**src/rtl/lane_unpacker_pkg.sv**
```systemverilog
// rtl/lane_unpacker_pkg.sv - shared types and staircase lane geometry helpers
package lane_unpacker_pkg;

    typedef enum logic [1:0] {
        RECV = 2'd0,
        DROP = 2'd1,
        HOLD = 2'd2
    } state_t;

    function automatic int unsigned lane_width(input int unsigned base,
                                               input int unsigned step,
                                               input int unsigned i);
        return base + step * i;
    endfunction

    function automatic int unsigned lane_offset(input int unsigned base,
                                                input int unsigned step,
                                                input int unsigned i);
        if (i == 0)
            return 0;
        return base * i + (step * i * (i - 1)) / 2;
    endfunction

    function automatic int unsigned total_bits(input int unsigned lanes,
                                               input int unsigned base,
                                               input int unsigned step);
        return lane_offset(base, step, lanes);
    endfunction

endpackage

```
**src/rtl/lane_unpacker_lane.sv**
```systemverilog
// rtl/lane_unpacker_lane.sv - one lane register written a bit at a time
module lane_unpacker_lane #(
    parameter int unsigned W  = 1,
    parameter int unsigned IW = 1
) (
    input  logic          clk,
    input  logic          rst_n,
    input  logic          we,
    input  logic [IW-1:0] idx,
    input  logic          d,
    output logic [W-1:0]  q
);

    always_ff @(posedge clk) begin
        if (!rst_n) begin
            q <= '0;
        end else if (we) begin
            for (int b = 0; b < int'(W); b++) begin
                if (idx == IW'(b))
                    q[b] <= d;
            end
        end
    end

endmodule

```
**src/rtl/lane_unpacker.sv**
```systemverilog
// rtl/lane_unpacker.sv - serial LSB-first bit stream to packed staircase-lane frame
module lane_unpacker
    import lane_unpacker_pkg::*;
#(
    parameter int unsigned LANES = 3,
    parameter int unsigned BASE  = 1,
    parameter int unsigned STEP  = 2,
    localparam int unsigned TOTAL = total_bits(LANES, BASE, STEP)
) (
    input  logic             clk,
    input  logic             rst_n,
    input  logic             in_valid,
    output logic             in_ready,
    input  logic             in_bit,
    input  logic             in_last,
    output logic             out_valid,
    input  logic             out_ready,
    output logic [TOTAL-1:0] out_data,
    output logic [LANES-1:0] out_lane,
    output logic             frame_err
);

    localparam int unsigned LW = $clog2(LANES + 1);
    localparam int unsigned BW = $clog2(BASE + STEP * (LANES - 1) + 1);

    state_t        state, state_n;
    logic [LW-1:0] lane_cnt, lane_n;
    logic [BW-1:0] bit_cnt, bit_n;
    logic          err_n;
    logic          take, wr_en, bit_end, last_pos;
    int unsigned   cur_w;

    always_ff @(posedge clk) begin
        if (!rst_n) begin
            state     <= RECV;
            lane_cnt  <= '0;
            bit_cnt   <= '0;
            frame_err <= 1'b0;
        end else begin
            state     <= state_n;
            lane_cnt  <= lane_n;
            bit_cnt   <= bit_n;
            frame_err <= err_n;
        end
    end

    // Counters are already zero while holding, so a bit taken in the drain
    // cycle goes through the same path as a RECV bit at lane 0 bit 0.
    always_comb begin
        state_n  = state;
        lane_n   = lane_cnt;
        bit_n    = bit_cnt;
        err_n    = 1'b0;
        in_ready = (state == HOLD) ? out_ready : 1'b1;
        take     = in_valid && in_ready;
        wr_en    = take && (state != DROP);
        cur_w    = lane_width(BASE, STEP, 32'(lane_cnt));
        bit_end  = (32'(bit_cnt) == cur_w - 1);
        last_pos = (32'(lane_cnt) == LANES - 1) && bit_end;

        case (state)
            RECV, HOLD: begin
                if (state == HOLD && out_ready)
                    state_n = RECV;
                if (take) begin
                    if (last_pos) begin
                        lane_n = '0;
                        bit_n  = '0;
                        if (in_last) begin
                            state_n = HOLD;
                        end else begin
                            err_n   = 1'b1;
                            state_n = DROP;
                        end
                    end else if (in_last) begin
                        err_n   = 1'b1;
                        lane_n  = '0;
                        bit_n   = '0;
                        state_n = RECV;
                    end else if (bit_end) begin
                        bit_n  = '0;
                        lane_n = lane_cnt + LW'(1);
                    end else begin
                        bit_n = bit_cnt + BW'(1);
                    end
                end
            end
            DROP: begin
                if (take && in_last) begin
                    state_n = RECV;
                    lane_n  = '0;
                    bit_n   = '0;
                end
            end
            default: state_n = RECV;
        endcase
    end

    assign out_valid = (state == HOLD);

    always_comb begin
        out_lane = '0;
        for (int i = 0; i < int'(LANES); i++)
            out_lane[i] = (state == RECV) && (lane_cnt == LW'(i));
    end

    for (genvar g = 0; g < int'(LANES); g++) begin : g_lane
        localparam int unsigned OFF = lane_offset(BASE, STEP, g);
        localparam int unsigned W   = lane_width(BASE, STEP, g);

        lane_unpacker_lane #(
            .W  (W),
            .IW (BW)
        ) u_lane (
            .clk   (clk),
            .rst_n (rst_n),
            .we    (wr_en && (lane_cnt == LW'(g))),
            .idx   (bit_cnt),
            .d     (in_bit),
            .q     (out_data[OFF+W-1:OFF])
        );
    end

endmodule
```
**config.mk**
```make
export PLATFORM = sky130hd
export DESIGN_NAME = lane_unpacker
export DESIGN_NICKNAME = d
export VERILOG_FILES = /design/src/rtl/lane_unpacker_pkg.sv /design/src/rtl/lane_unpacker_lane.sv /design/src/rtl/lane_unpacker.sv
export SDC_FILE = /design/constraint.sdc
export NUM_CORES = 1
export LEC_CHECK = 0
export ABC_AREA = 1
export CAP_MARGIN = 20
export CORE_MARGIN = 10
export CORE_UTILIZATION = 50
export DETAILED_ROUTE_END_ITERATION = 10
export PLACE_DENSITY = 0.77
export SYNTH_ARGS = -nofsm -noshare
export SYNTH_HDL_FRONTEND = slang
export SYNTH_SLANG_ARGS = --single-unit
```
**constraint.sdc**
```tcl
create_clock -name clk -period 1.38 [get_ports clk]
set_input_delay 0.276 -clock clk [delete_from_list [all_inputs] [get_ports clk]]
set_output_delay 0.276 -clock clk [all_outputs]
set_load 0.1 [all_outputs]
```
# Word level (Yosys, flattened, before mapping)
# Index checks and enable logic that the tools add are counted.
# W data, S select, Z words.
dict set report totals {
  wordCells 80
  regBits 17
}
dict set report op_classes {
  muxes 22
  n_addsub 4
  n_eq_ne 13
  n_reduce_logical 28
}
# operator n
set op_table {}
lappend op_table {{$eq A3 B32 Y1} 1}
lappend op_table {{$mux W2} 10}
lappend op_table {{$reduce_and A2 Y1} 9}
lappend op_table {{$mux W3} 5}
lappend op_table {{$logic_and A1 B1 Y1} 11}
lappend op_table {{$pmux W2 S2} 2}
lappend op_table {{$eq A3 B2 Y1 const B} 2}
lappend op_table {{$pmux W3 S2} 1}
lappend op_table {{$reduce_and A3 Y1} 2}
lappend op_table {{$sub A4 B1 Y5 const B} 1}
lappend op_table {{$add A1 B3 Y4 const A} 1}
lappend op_table {{$eq A2 B1 Y1 const B} 2}
lappend op_table {{$eq A2 B2 Y1 const B} 2}
lappend op_table {{$logic_not A2 Y1} 2}
lappend op_table {{$mux W1} 4}
lappend op_table {{$ne A2 B2 Y1 const B} 2}
lappend op_table {{$ne A4 B4 Y1 const B} 1}
lappend op_table {{$reduce_and A4 Y1} 1}
lappend op_table {{$add A3 B1 Y3 const B} 1}
lappend op_table {{$eq A3 B1 Y1 const B} 1}
lappend op_table {{$eq A3 B3 Y1 const B} 1}
lappend op_table {{$logic_not A3 Y1} 1}
lappend op_table {{$add A2 B1 Y2 const B} 1}
lappend op_table {{$ne A2 B1 Y1 const B} 1}
lappend op_table {{other kinds (2)} 2}

# Depth between registers and ports, before layout
# Gate-level depths: netlist (run 1).
dict set report depth {
  ltp_word 8
  depth_mapped 9
  depth_no_buf 9
}

# By module
# A second synthesis (run 1) with hierarchy kept.
dict set report unflattened {
  hier_cells 167
  hier_area_um2 1099.8
}
# module seq_area_each_um2 instances area_each_um2 cells_each
set modules_own_cells {}
lappend modules_own_cells {lane_unpacker 160.2 1 649.4 98}
lappend modules_own_cells {{lane_unpacker_lane at g_lane[2].u_lane} 100.1 1 242.7 37}
lappend modules_own_cells {{lane_unpacker_lane at g_lane[1].u_lane} 60.1 1 150.1 23}
lappend modules_own_cells {{lane_unpacker_lane at g_lane[0].u_lane} 20.0 1 57.6 9}

# Least setup slack after synthesis (run 1)
# Ideal clock, no wire load.
dict set report synth_path {
  path_kind {register to output}
  startpoint {register lane_cnt[0]}
  endpoint {output port out_lane[2]}
  required_time_ns 1.104
  path_buffers 0
  path_stages_with_launch 5
  slack_ns -0.875
  arrival_ns 1.979
  cell_sequence {dfxtp_1 inv_1 ha_1 inv_1 nor2_1}
}
dict set report synth_between {
  elab_chain_len 2
}
# element line_no
set synth_lines {}
lappend synth_lines {{start: declaration} lane_unpacker.sv:27} ;# logic [LW-1:0] lane_cnt, lane_n;
lappend synth_lines {{start signal: assignment} lane_unpacker.sv:41} ;# lane_cnt <= lane_n;
lappend synth_lines {{$eq A2 B2 Y1} lane_unpacker.sv:104} ;# out_lane[i] = (state == RECV) && (lane_cnt == LW'(i));
lappend synth_lines {{$logic_and A1 B1 Y1} lane_unpacker.sv:104}
lappend synth_lines {{end: declaration} lane_unpacker.sv:19} ;# output logic [LANES-1:0] out_lane,
# Every way passes these cells.

# Worst setup path in the final report (run 1)
# Ends and elaborated chain as after synthesis.

==> impl_metrics.toml, run 1 <==
[status]
outcome = "finished, violations left"
failed_checks = "negative setup slack"

[die]
core_region_area_um2 = 2002
rows = 16
initial_core_util_pct = 53.94
die_w_um = 66.47
dieArea_um2 = 4418
pin_count = 21
die_h_um = 66.47

[critical_path]
start_kind = "flip-flop"
worstSetupEndpointType = "primary output"
arrival_ns = 1.26
crit_path_start = "lane_cnt[0]"
required_ns = 1.10
reg2reg_slack_ns = -0.14
path_class = "flip-flop to primary output"
reg2reg_depth = 10
r2r-end = "g_lane[1].u_lane.q[1]"
worst-path-max-fanout = 4
r2r_start = "state[0]"
endpoint = "out_lane[2]"

[cells_and_area]
fin_cells = 232
nets = 220
area_growth_pct = 70.68
n_antenna_cell = 0
drive_above_1_share_pct = 44.88
fin_util_pct = 92.06

[timing]
fmax_mhz = 649.2
finalHoldViolCount = 0
min_period_ns = 1.540
max-slew-margin-rel_pct = 80.24
worst_slew_pin_slew_ns = 0.2946
rsz0062_at_grt = "yes"
setup_tns_ns = -0.8212
fin_ws_ns = -0.1603
drv_slew = 0
finalCritPeriodShare_pct = 111.6
setup_violations = 15
clock_skew_ns = 0.004661

[place]
gp_congestion = 0.8955
io_buffers = 20
dp_cells = 213
place_ws_ns = -0.2337
dp_hpwl_um = 2179

[global_routing]
grt_max_degree = 17
grt_pass1_wl_um = 5533
grt_pass1_vias = 1229
overflow = 0
grt.total_usage_pct = 15.74
antenna_found_initial = 0

[synthesis]
synth_area_per_cell_um2 = 6.707
synth_cell_type_count = 20
yosys_warnings = 0
ys_ff_latch = 17
netlist_instances = 161
ys_seq_area_share_pct = 31.52
synth_nets = 175
synth_area_um2 = 1080

[route]
via_count = 1323
drc_errors = 0
initialDrtViolationCount = 136
antenna_left = 0
avgViaCountPerCell = 5.703
finalWirelength_um = 4514
drtPass1Iterations = 6
avgRoutedWirePerCell_um = 19.46

[power]
vdd_drop_max_v = 0.0009578
leakagePower_uw = 0.0008061
internal_power_uw = 973.4
power_density_nw_per_um2 = 952.7
power.switching_uw = 782.5
power_uw = 1756
p_comb_share_pct = 52.0
p_sw_share_pct = 44.56
power_frac_seq_pct = 33.1
p_clk_share_pct = 15.0

[cts]
cts.clk_slew.worst_paths_ns = 0.09
root_buffer = "clkbuf_4"
cts_tree = "built"
h-tree-depth = 1
cts_max_path_buffers = 2
insertion_delay_ns = 0.29
numClockSinks = 17
numCtsBuffers = 3

[min_path]
hp-start = "bit_cnt[2]"
hold_path.class = "flip-flop to flip-flop"

[job]
cap_violations = 0
==> worst min-delay path by stage <==
stage / endpoint / slack, ns / cells after the start
finish: bit_cnt[2] / 0.55 / 2
global route: bit_cnt[2] / 0.56 / 2
CTS: g_lane[2].u_lane.q[2] / 0.53 / 2
detailed placement: g_lane[2].u_lane.q[2] / 0.52 / 2
global placement: g_lane[2].u_lane.q[1] / 0.51 / 2
floorplan: state[0] / 0.40 / 2
==> kinds of logic after synthesis <==
group                      count (synthesis)  share of synthesized area [%]
and+or+nand+nor                           99                          43.69
buffers and inverters                     25                          9.965
DFF                                       17                          31.52
AOI/OAI and AO/OA                         12                          5.562
adders and majority gates                  8                          9.270
==> placed cells by master, fill, tap and decap left out, types with 3 or more instances in the layout <==
master | Yosys | routed
buf_4 | 1 | 18
clkbuf_4 | 0 | 3
buf_12 | 0 | 16
inv_2 | 1 | 6
inv_1 | 21 | 12
nand4_1 | 4 | 4
nand2_2 | 3 | 4
buf_6 | 0 | 3
nand3_2 | 0 | 3
clkdlybuf4s50_1 | 0 | 4
dfxtp_1 | 17 | 12
nand2_1 | 41 | 39
nor2_4 | 1 | 9
nor2_1 | 32 | 25
dfxtp_4 | 0 | 4
nor2_2 | 8 | 7
ha_1 | 8 | 4
a21oi_1 | 8 | 6
ha_4 | 0 | 3
o21ai_2 | 0 | 3
==> per-stage QoR <==
stage,hold slack [ns],area (um^2)
floorplan,0.3977,1132
global placement,0.5062,1548
detailed placement,0.5196,1548
CTS,0.5319,1694
global route,0.5639,1843
finish,0.5467,1843
==> per-layer routing <==
metal  GRT usage [%]  part of all wire (%)  vias up
li1                -                     -      580
met1           15.22                    35      611
met4           5.497                   5.1        0
met5               0                     0        -
met2           30.74                    49      100
met3           4.348                    10       32
==> synth_stat cells <==
cell,count,area (um^2)
nand3_1,5,25.02
inv_1,21,78.83
a21oi_1,8,40.04
nand2_1,41,153.9
nand3_4,1,17.52
o21ai_0,4,20.02
clkbuf_8,1,13.76
nand4_1,4,25.02
nand3b_1,1,7.510
inv_2,1,3.750
nand2_4,2,22.52
clkinv_1,1,3.750
nor2_2,8,50.05
nor2_4,1,11.26
dfxtp_1,17,340.3
nand2_2,3,18.77
nor2_1,32,120.1
buf_4,1,7.510
ha_1,8,100.1
nor2_8,1,20.02
==> registers in the layout, indices dropped and copies added (netlist names) <==
signal	count
g_lane.u_lane.q	9
bit_cnt	3
lane_cnt	2
state	2
frame_err	1
==> critical path, stage by stage (launching register included) <==
cell and delay, ns:
dfxtp_4 0.39, inv_6 0.09, ha_4 0.14, inv_2 0.05
nor2_4 0.10, buf_12 0.18
==> power groups by stage <==
stage	clock [uW]	sequential (uW)	combinational [uW]
final	263	580	912
after global routing	294	582	950
after CTS	272	568	775
after detailed placement	0	569	707
after global placement	0	566	693
after floorplan	0	613	429
==> cell type report <==
| cell class | instances | area, um^2 |
|---|---|---|
| tap | 27 | 33.78 |
| multi-input combinational | 119 | 782.0 |
| timing repair buffer | 42 | 538.0 |
| fill | 78 | 158.9 |
| sequential | 17 | 356.6 |
| inverter | 23 | 106.4 |
| clock buffer | 4 | 26.28 |
==> what timing repair did <==
action / in CTS / in global routing
pin swaps: 5 / 9
endpoints found under the setup margin: 5 / 17
buffers inserted: 9 / 7
gates resized for setup: 23 / 24
hold buffers: 0 / 0
No activity file was read; power rests on OpenSTA's default activity.
==> run 2: changes to the inputs <==
==> constraint.sdc (replaced) <==
create_clock -name clk -period 1.5 [get_ports clk]
set_input_delay 0.3 -clock clk [delete_from_list [all_inputs] [get_ports clk]]
set_output_delay 0.3 -clock clk [all_outputs]
set_load 0.1 [all_outputs]
==> impl_metrics.toml, run 2 (synthesis results as in run 1) <==
[cts]
insertion_delay_ns = 0.31
h-tree-depth = 1
cts_max_path_buffers = 2
cts_tree = "built"
numCtsBuffers = 3
hold_buffers = 0
root_buffer = "clkbuf_4"
numClockSinks = 17
cts.clk_slew.worst_paths_ns = 0.12

[die]
core_region_area_um2 = 2002
rows = 16
initial_core_util_pct = 53.94
die_h_um = 66.47
dieArea_um2 = 4418
die_w_um = 66.47
pin_count = 21

[timing]
holdWs_ns = 0.5340
setup_violations = 3
fmax_mhz = 650.4
worst_slew_pin_slew_ns = 0.2570
rsz0062_at_grt = "yes"
drv_slew = 0
finalCritPeriodShare_pct = 102.5
fin_ws_ns = -0.03744
finalHoldViolCount = 0
clock_skew_ns = 0.01424
min_period_ns = 1.537
max-slew-margin-rel_pct = 82.76

[critical_path]
worstSetupEndpointType = "primary output"
crit_buf_inv = 3
crit_slowest_cell = "dfxtp_4"
slowest_delay_ns = 0.39
path_delay_family = "flip-flops"
worst-path-max-fanout = 4
r2r-end = "lane_cnt[0]"
arrival_ns = 1.24
start_kind = "flip-flop"
path_class = "flip-flop to primary output"
reg2reg_depth = 10
reg2reg_slack_ns = 0.12
required_ns = 1.20
path_cells = "inv_4 > ha_4 > inv_2 > nor2_4 > buf_12"
r2r_start = "state[0]"

[cells_and_area]
drive_above_1_share_pct = 34.20
top_register = "g_lane.u_lane.q"
mostFrequentLayoutCells = "40 x nand2_1, 28 x nor2_1, 16 x buf_12"
n_antenna_cell = 0
top_regs = "g_lane.u_lane.q (9), bit_cnt (3)"
largest_reg_flops = 9
final_common_cell = "nand2_1"
nets = 208
area_growth_pct = 52.84

[route]
wl_met1_um = 1260
drtPass1Iterations = 4
via_count = 1073
dr_wl_met2_um = 1403
top_layer = "met4"
wl_met3_um = 80
avgViaCountPerCell = 4.877
antenna_left = 0
initialDrtViolationCount = 24
avgRoutedWirePerCell_um = 12.65
drc_errors = 0
finalWirelength_um = 2782

[min_path]
hold_path.class = "flip-flop to flip-flop"
whs_path_depth = 2
whs_endpoint = "g_lane[2].u_lane.q[4]"
hp-start = "g_lane[2].u_lane.q[4]"

[global_routing]
grt.total_usage_pct = 13.57
antenna_found_initial = 0
grt_pass1_wl_um = 4767
grt_pass1_vias = 1079
overflow = 0
grt_max_degree = 17

[power]
leakagePower_uw = 0.0007394
vdd_drop_max_v = 0.0007416
power_uw = 1491
power_density_nw_per_um2 = 903.2

[status]
outcome = "finished, violations left"
failed_checks = "negative setup slack"

[place]
io_buffers = 20
dp_hpwl_um = 2155
gp_congestion = 0.8614

[job]
cap_violations = 0
## run 2: cell count changes in the layout (fill, tap and decap cells not counted), sizes merged
cell / change
clkinv: +1
clkbuf: -1
dlygate4sd2: -1
buf: -12
clkdlybuf4s50: +1
## run 2: worst max-delay path by stage
stage	startpoint	to	slack, ns	depth (start not counted)
finish	lane_cnt[0]	out_lane[2]	-0.04	5
floorplan	lane_cnt[1]	out_lane[1]	-0.23	4
detailed placement	out_ready	g_lane[1].u_lane.q[1]	-0.09	10
global route	lane_cnt[0]	out_lane[2]	-0.09	5
global placement	out_ready	g_lane[1].u_lane.q[1]	-0.04	10
CTS	lane_cnt[1]	out_lane[1]	-0.03	5
## run 2: stage by stage
| stage | std cells | setup TNS, ns | util, % | cell area [um^2] | setup WS, ns |
|---|---|---|---|---|---|
| final | 220 | -0.09993 | 82.44 | 1650 | -0.03744 |
| after floorplan | 161 | -0.6035 | - | 1095 | -0.2276 |
| after detailed placement | 210 | -0.6977 | 74.94 | 1500 | -0.09309 |
| after global routing | 220 | -0.2356 | 82.44 | 1650 | -0.08802 |
| after global placement | 210 | -0.2946 | 74.94 | 1500 | -0.04285 |
| after CTS | 219 | -0.08085 | 81.88 | 1639 | -0.03353 |
## run 2: where the power goes
group	switching, uW	internal, uW
sequential	36.9	483
combinational	443	267
clock	162	99.5
## run 2: what timing repair did
item / 4_1_cts / 5_1_grt
endpoints found under the setup margin: 4 / 4
gates resized for setup: 26 / 2
pin swaps: 5 / 0
buffers inserted: 6 / 1
## run 2: tightest hold or removal path, cell delays in order, from the launching register on
cell and delay [ns]:
dfxtp_1 0.35, nor2_1 0.11, nor2_1 0.05
## run 2: metal layers
layer	GRT usage, %	up-vias
met5	0	-
met4	5.497	0
met3	3.010	6
met2	24.76	21
met1	14.64	488
li1	-	558
## run 2: layout make-up
type / count / area [um^2]
multi-input cells: 119 / 701.9
repair buffers: 30 / 441.7
flip-flops and latches: 17 / 351.6
fillers: 125 / 351.6
inverters: 23 / 93.84
well taps: 27 / 33.78
clock buffers: 3 / 22.52
clock inverters: 1 / 5.005
